### src/rtl/mmio_pkg.sv
// Shared types and constants for the MMIO store port: FSM states, register offsets, default window base.
// Also carries the window-hit helper used by the decode.
package mmio_pkg;

  typedef enum logic [1:0] {
    RUN   = 2'd0,
    DRAIN = 2'd1,
    DONE  = 2'd2
  } mmio_state_t;

  localparam logic [7:0]  MMIO_TX_OFS   = 8'h00;
  localparam logic [7:0]  MMIO_HALT_OFS = 8'hFC;
  localparam logic [31:0] MMIO_BASE     = 32'h0000_FF00;

  // The window is one 256-byte page; only the page bits take part in the match.
  function automatic logic mmio_hit(input logic [31:0] adr, input logic [31:0] base);
    return adr[31:8] == base[31:8];
  endfunction

endpackage

### src/rtl/sync_fifo.sv
// Synchronous FIFO, registered storage with combinational head read; push visible at the output after one edge.
// Caller must not push when full unless popping the same cycle; full+push+pop writes the slot being vacated.
module sync_fifo #(
  parameter int WIDTH = 32,
  parameter int DEPTH = 8
) (
  input  logic                     clk,
  input  logic                     rst,
  input  logic                     push,
  input  logic [WIDTH-1:0]         push_dat,
  input  logic                     pop,
  output logic [WIDTH-1:0]         head_dat,
  output logic                     full,
  output logic                     empty,
  output logic [$clog2(DEPTH):0]   count
);

  localparam int AW = $clog2(DEPTH);
  localparam logic [AW:0] PTR_ONE = {{AW{1'b0}}, 1'b1};

  logic [AW:0]      wr_ptr;
  logic [AW:0]      rd_ptr;
  logic [WIDTH-1:0] mem [DEPTH];

  // Storage is reset too so the head word reads zero straight out of reset.
  always_ff @(posedge clk or negedge rst) begin
    if (!rst) begin
      wr_ptr <= '0;
      rd_ptr <= '0;
      for (int i = 0; i < DEPTH; i++) begin
        mem[i] <= '0;
      end
    end else begin
      if (push) begin
        mem[wr_ptr[AW-1:0]] <= push_dat;
        wr_ptr              <= wr_ptr + PTR_ONE;
      end
      if (pop) begin
        rd_ptr <= rd_ptr + PTR_ONE;
      end
    end
  end

  // Extra MSB on each pointer distinguishes full from empty when the index bits match.
  assign empty    = (wr_ptr == rd_ptr);
  assign full     = (wr_ptr[AW-1:0] == rd_ptr[AW-1:0]) && (wr_ptr[AW] != rd_ptr[AW]);
  assign count    = wr_ptr - rd_ptr;
  assign head_dat = mem[rd_ptr[AW-1:0]];

endmodule

### src/rtl/mmio_store_port.sv
// MMIO store port: decodes core stores into a TX FIFO (drained over valid/ready) and a HALT register; out_valid one edge after a TX store.
// TX stores are dropped (and counted) when full and not popping; done rises once halted and drained. Optional tx_count via MMIO_STORE_COUNT_EN.
module mmio_store_port
  import mmio_pkg::*;
#(
  parameter logic [31:0] BASE_ADDR = MMIO_BASE,
  parameter int          DEPTH     = 8
) (
  input  logic        clk,
  input  logic        rst,
  input  logic        mem_write,
  input  logic [31:0] data_adr,
  input  logic [31:0] write_data,
  output logic        out_valid,
  output logic [31:0] out_data,
  input  logic        out_ready,
  output logic        halted,
  output logic        done,
  output logic [31:0] exit_code,
  output logic        overflow,
  output logic [7:0]  drop_count,
  output logic [31:0] tx_count
);

  localparam int CW = $clog2(DEPTH) + 1;

  mmio_state_t state;
  mmio_state_t state_nxt;

  logic          hit;
  logic          tx_st;
  logic          halt_st;
  logic          push_req;
  logic          push_acc;
  logic          push_drop;
  logic          pop;
  logic          fifo_full;
  logic          fifo_empty;
  logic [CW-1:0] fifo_count;
  logic          halt_capture;

  assign hit     = mmio_hit(data_adr, BASE_ADDR);
  assign tx_st   = mem_write && hit && (data_adr[7:0] == MMIO_TX_OFS);
  assign halt_st = mem_write && hit && (data_adr[7:0] == MMIO_HALT_OFS);

  assign out_valid = !fifo_empty;
  assign pop       = out_valid && out_ready;

  // A pop in the same cycle frees a slot, so a full FIFO still takes the push.
  assign push_req  = tx_st && (state == RUN);
  assign push_acc  = push_req && (!fifo_full || pop);
  assign push_drop = push_req && !push_acc;

  sync_fifo #(
    .WIDTH (32),
    .DEPTH (DEPTH)
  ) u_fifo (
    .clk      (clk),
    .rst      (rst),
    .push     (push_acc),
    .push_dat (write_data),
    .pop      (pop),
    .head_dat (out_data),
    .full     (fifo_full),
    .empty    (fifo_empty),
    .count    (fifo_count)
  );

  always_ff @(posedge clk or negedge rst) begin
    if (!rst) begin
      state <= RUN;
    end else begin
      state <= state_nxt;
    end
  end

  always_comb begin
    state_nxt    = state;
    halt_capture = 1'b0;
    case (state)
      RUN: begin
        if (halt_st) begin
          state_nxt    = DRAIN;
          halt_capture = 1'b1;
        end
      end
      // Registered count: done lags the final pop by one edge.
      DRAIN: begin
        if (fifo_count == '0) begin
          state_nxt = DONE;
        end
      end
      DONE:    state_nxt = DONE;
      default: state_nxt = RUN;
    endcase
  end

  assign halted = (state != RUN);
  assign done   = (state == DONE);

  always_ff @(posedge clk or negedge rst) begin
    if (!rst) begin
      exit_code  <= '0;
      overflow   <= 1'b0;
      drop_count <= '0;
    end else begin
      if (halt_capture) begin
        exit_code <= write_data;
      end
      if (push_drop) begin
        overflow <= 1'b1;
        if (drop_count != 8'hFF) begin
          drop_count <= drop_count + 8'd1;
        end
      end
    end
  end

`ifdef MMIO_STORE_COUNT_EN
  always_ff @(posedge clk or negedge rst) begin
    if (!rst) begin
      tx_count <= '0;
    end else if (push_acc) begin
      tx_count <= tx_count + 32'd1;
    end
  end
`else
  assign tx_count = '0;
`endif

endmodule
### config.mk
export PLATFORM = sky130hd
export DESIGN_NAME = mmio_store_port
export DESIGN_NICKNAME = d
export VERILOG_FILES = /design/src/rtl/mmio_pkg.sv /design/src/rtl/sync_fifo.sv /design/src/rtl/mmio_store_port.sv
export SDC_FILE = /design/constraint.sdc
export NUM_CORES = 1
export LEC_CHECK = 0
export ABC_AREA = 1
export CORE_UTILIZATION = 45
export CTS_CLUSTER_DIAMETER = 30
export DETAILED_ROUTE_END_ITERATION = 10
export PLACE_DENSITY = 0.63
export SYNTH_ARGS = -nofsm -noshare
export SYNTH_HDL_FRONTEND = slang
export SYNTH_SLANG_ARGS = --single-unit
### constraint.sdc
create_clock -name clk -period 7 [get_ports clk]
set_input_delay 1.4 -clock clk [delete_from_list [all_inputs] [get_ports clk]]
set_output_delay 1.4 -clock clk [all_outputs]
set_load 0.02 [all_outputs]
==> results of run 1 <==
sequential cells by signal, indices dropped and copies added (netlist names):
signal	flops
state	2
u_fifo.mem	256
exit_code	32
overflow	1
u_fifo.wr_ptr	4
drop_count	8
u_fifo.rd_ptr	4
final cells by class:
type,instances,area [µm²],area share [%]
Inverter,59,223,1.16
Multi-Input combinational cell,1445,6400,33.5
Clock buffer,91,2080,10.9
Sequential cell,307,7690,40.2
Tap cell,442,553,2.89
Timing Repair Buffer,164,1630,8.53
Clock inverter,44,544,2.85
metal layers:
layer	track usage [%]	vias up	part of all wire, %
met1	38.4	6546	45
li1	-	6504	-
met4	8.86	0	2.0
met3	5.43	84	7.9
met2	41.2	545	45
met5	0	-	0
critical path, delay by kind of cell (launching register included):
kind	cells	cell delay, ns
and+or+nand+nor	2	0.25
adders and majority gates	1	0.32
buffers and inverters	5	1.51
DFF	1	0.85
power groups by stage:
stage | sequential [mW] | combinational, mW | clock [mW]
floorplan | 1.83 | 1.19 | 0
global placement | 1.92 | 1.82 | 0
detailed placement | 1.92 | 1.82 | 0
CTS | 1.89 | 1.83 | 3.61
global route | 1.90 | 2.01 | 3.71
finish | 1.89 | 1.83 | 3.57
worst paths after layout:
kind                            depth (start not counted)        endpoint        startpoint  slack (ns)
max in group asynchronous                               2   u_fifo.mem[8]               rst        4.84
worst min register to register                          2  u_fifo.mem[51]    u_fifo.mem[51]        0.46
worst min-delay path                                    2  u_fifo.mem[51]    u_fifo.mem[51]        0.46
min in group asynchronous                               1  u_fifo.mem[91]               rst        0.80
worst max register to register                         12  u_fifo.mem[88]  u_fifo.rd_ptr[1]        2.92
worst max-delay path                                    8       out_valid  u_fifo.rd_ptr[1]        2.07
synthesized netlist by cell type:
cell type / number
buf_1: 4
clkbuf_1: 121
nand3b_1: 1
inv_2: 4
a21oi_1: 3
xnor2_1: 3
buf_4: 33
dfrtp_1: 307
conb_1: 1
or2_2: 1
nand4_1: 10
clkinv_1: 1
xor2_1: 4
buf_2: 38
nor2_1: 167
nand3_1: 274
nor2_2: 1
nor3_2: 2
inv_1: 54
fa_1: 1
nor3_1: 8
o21ai_0: 165
nand2_1: 697
o21ai_1: 1
ha_1: 9
o22ai_1: 64
nor2_4: 2
stage by stage:
stage | setup slack (ns) | utilization, %
finish | 2.07 | 58.5
global placement | 2.71 | 50.4
detailed placement | 2.68 | 50.4
floorplan | 3.94 | -
CTS | 2.10 | 58.5
global route | 1.91 | 58.5
cell families (layout without fill, tap and decap cells):
logic type      after synthesis  in the layout
flops                       307            307
fa+ha+maj                    10             10
xor+xnor                      7              7
other cells                   1             32
compound gates              233            233
buf+inv                     255            358
simple gates               1163           1163
==> flow_summary.ini, run 1 <==
[clocking]
clk_pin_slew_ns = 0.05
htree_num_levels = 3
cts-root-buf = clkbuf_16
postCtsHoldBufs = 0
cts_made_buffers = 74
cts_tree = built
cts_setup_buffers = 0
clock_path_buffers = 3
clkLatencyLatePin_ns = 0.57
ctsResizeCount = 0
cts_sinks = 307

[cells_and_area]
stdcell_area_mm2 = 0.0191
stdcell_count = 2552
area_growth_pct = 27.2
drive_gt1_share_pct = 8.58
diodes = 0
final_common_cell = nand2_1
nets = 2129
nFillCells = 2946
layout_common_cells = nand2_1, dfrtp_1, nand3_1

[min_path]
hold_class = reg2reg

[placed_design]
io_buffers = 143
dp.cells = 2417
globalplace.congestion = 0.779
dpl_cell_area_mm2 = 0.0165
dpl.hpwl_um = 23300

[route]
routedWlPerCell_um = 17.7
drt_pass1_iterations = 6
wirelength_um = 45100
ant_nets = 0
dr.first_iter.drc_count = 1446
avgViaCountPerCell = 5.36
vias = 13700
drc = 0

[synthesis]
synthAdderAreaFrac_pct = 0.882
yosys-top-cells-area = dfrtp_1, nand2_1, nand3_1
synth_compound_area_share_pct = 8.29
syn_inst = 1976
synth-xor-area-share_pct = 0.408
ys_seq_area_share_pct = 51.1
ys_seq_elements = 307
synth.largest_area_cell = dfrtp_1
synth_area_mm2 = 0.0150
synthSimpleGateAreaFrac_pct = 31.8
synthMuxAreaShare_pct = 0
yosysWarnings = 0
syn_area_per_cell_um2 = 7.61
synthDistinctLibCells = 27
synth_top_area_share_pct = 51.1
synth_top_family_by_area = simple AND/OR/NAND/NOR gates

[worst_setup_path]
start_kind = register
worstPathArrival_ns = 3.53
crit_chain = buf_4, inv_1, buf_4, ha_1, nand3_1, inv_1, nand2_1, clkdlybuf4s50_1
critPathSlowestCell = dfrtp_2
cpPeakStageDelay_ns = 0.85
cp_max_fo = 37
crit_path_end_kind = output port
crit_type = reg2out
required_ns = 5.60

[floorplanning]
die_h_um = 185
core_region_area_mm2 = 0.0327
dieArea_mm2 = 0.0341
die_w_um = 185
pin_count = 176
initial_core_util_pct = 46.0
num_rows = 66

[global_route]
grt_pass1_wl_um = 72400
antenna_found_initial = 1
grt.overflow.total = 0
grt_util_all_layers_pct = 27.0
grt_pass1_vias = 13200
grt_max_degree = 264

[power_and_ir_drop]
combPwrFrac_pct = 25.1
finalPower_mw = 7.30
p_leak_nw = 9.79
switching_share_pct = 32.3
cellPowerDensity_mw_per_mm2 = 382
power.switching_mw = 2.35
seq_power_share_pct = 26.0
p_int_mw = 4.94
peakVddDrop_mv = 0.251
power_frac_clock_pct = 48.9

[run]
maxCapViolCount = 0

[timing]
post-route-period-util_pct = 70.4
hold_viol = 0
finalSetupTns_ns = 0
setup_viol = 0
skew_ns = 0.0234
period_minus_slack_ns = 4.93
drv_slew = 0
fmax_mhz = 203
rsz0062_at_grt = no
tightest_slew_ns = 1.34
relSlewSlack_pct = 10.8
whs_ns = 0.461

[outcome]
status = finished, final reports clean
(Power assumes the default switching activity.)
==> inputs of run 2 (changes only) <==
==> constraint.sdc (replaced) <==
create_clock -name clk -period 5.14 [get_ports clk]
set_input_delay 1.028 -clock clk [delete_from_list [all_inputs] [get_ports clk]]
set_output_delay 1.028 -clock clk [all_outputs]
set_load 0.02 [all_outputs]
==> run 2 against run 1 <==
Global-route usage is 0.92 points higher. Cell area is 0.20% higher. Largest power group unchanged. Total power is 34% higher. Critical path depth is 2 lower. Worst setup slack worse by 1.3 ns.
==> flow_summary.ini, run 2 (same netlist as run 1, synthesis figures left out) <==
[outcome]
status = finished, final reports clean

[cells_and_area]
nets = 2145
area_growth_pct = 27.4
reg_top3 = u_fifo.mem: 256 flops, exit_code: 32 flops, drop_count: 8 flops
multi_input_area_mm2 = 0.00638
nFillCells = 2946
layout_common_cells = nand2_1, dfrtp_1, nand3_1
regArea_mm2 = 0.00769
regMostFlops = u_fifo.mem
stdcell_area_mm2 = 0.0192
stdcell_count = 2563
largest_reg_flops = 256
fin_util_pct = 58.6
drive_gt1_share_pct = 8.63
diodes = 0
final_common_cell = nand2_1

[worst_setup_path]
crit_type = reg2out
worstReg2RegEnd = u_fifo.mem[101]
crit_path_end_kind = output port
r2r-start = u_fifo.rd_ptr[1]
required_ns = 4.11
cp_max_fo = 60
worstPathArrival_ns = 3.33
ff2ff_setup_slack_ns = 1.55
start_kind = register
reg2reg_depth = 10

[global_route]
grt_max_degree = 124
grt_util_all_layers_pct = 27.9
antenna_found_initial = 0
grt_pass1_vias = 13600
grt_pass1_wl_um = 74400
grt.overflow.total = 0

[floorplanning]
die_w_um = 185
die_h_um = 185
dieArea_mm2 = 0.0341
num_rows = 66
pin_count = 176
initial_core_util_pct = 46.0
core_region_area_mm2 = 0.0327

[clocking]
clk_pin_slew_ns = 0.04
cts-root-buf = clkbuf_16
cts_tree = built
ctsResizeCount = 0
cts_sinks = 307
cts_setup_buffers = 0
cts_made_buffers = 73
htree_num_levels = 3
clkLatencyLatePin_ns = 0.56
clock_path_buffers = 3
postCtsHoldBufs = 0

[route]
avgViaCountPerCell = 5.40
drc = 0
vias = 13800
wirelength_um = 46400
routedWlPerCell_um = 18.1
drt_pass1_iterations = 6
ant_nets = 0
dr.first_iter.drc_count = 1209

[timing]
drv_slew = 0
period_minus_slack_ns = 4.36
fmax_mhz = 229
rsz0062_at_grt = no
whs_ns = 0.460
relSlewSlack_pct = 32.8
skew_ns = 0.0214
post-route-period-util_pct = 84.8
fin_ws_ns = 0.782
finalSetupTns_ns = 0
tightest_slew_ns = 1.01
setup_viol = 0
hold_viol = 0

[run]
maxCapViolCount = 0

[min_path]
hold_class = reg2reg
holdPathEnd = u_fifo.mem[218]
min_from = u_fifo.mem[218]
hold_path_depth = 2

[power_and_ir_drop]
peakVddDrop_mv = 0.288
cellPowerDensity_mw_per_mm2 = 511
finalPower_mw = 9.78
p_leak_nw = 9.88

[placed_design]
globalplace.congestion = 0.779
dpl.hpwl_um = 25000
dpl_cell_area_mm2 = 0.0166
io_buffers = 143
dp.cells = 2434
pre_cts_slack_ns = 1.20
run 2: critical path, cell delays in order, from the launching register on:
cell,delay (ns)
dfrtp_4,0.88
buf_4,0.61
o21ai_0,0.17
o22ai_1,0.20
nand2_1,0.09
nand2_1,0.18
clkdlybuf4s50_1,0.64
run 2: area by class of cell:
class | count | share of cell area, %
well taps | 442 | 2.89
multi-input cells | 1445 | 33.3
inverters | 59 | 1.16
repair buffers | 181 | 9.25
clock inverters | 31 | 2.10
clock buffers | 98 | 11.1
flip-flops and latches | 307 | 40.1
run 2: power breakdown:
group	total [mW]	switching [mW]	leakage [nW]	internal (mW)
registers	2.53	0.0872	4.26	2.44
clock network	4.71	1.42	1.25	3.29
logic	2.54	1.63	4.36	0.916
total	9.78	3.13	9.88	6.65
run 2: worst max-delay path by stage:
stage,startpoint,end,slack (ns),depth (start not counted)
floorplan,u_fifo.rd_ptr[0],out_data[21],2.45,8
global placement,data_adr[27],u_fifo.mem[230],1.23,12
detailed placement,data_adr[9],u_fifo.mem[133],1.20,11
CTS,u_fifo.rd_ptr[0],out_data[7],0.78,6
global route,u_fifo.rd_ptr[0],out_data[7],0.59,6
finish,u_fifo.rd_ptr[0],out_data[7],0.78,6
run 2: routing by layer:
metal / global-route usage (%) / vias up / share of wire (%)
met1: 38.1 / 6643 / 44
met5: 0 / - / 0
met2: 44.7 / 544 / 46
li1: - / 6535 / -
met3: 4.27 / 106 / 6.6
met4: 11.1 / 0 / 3.0
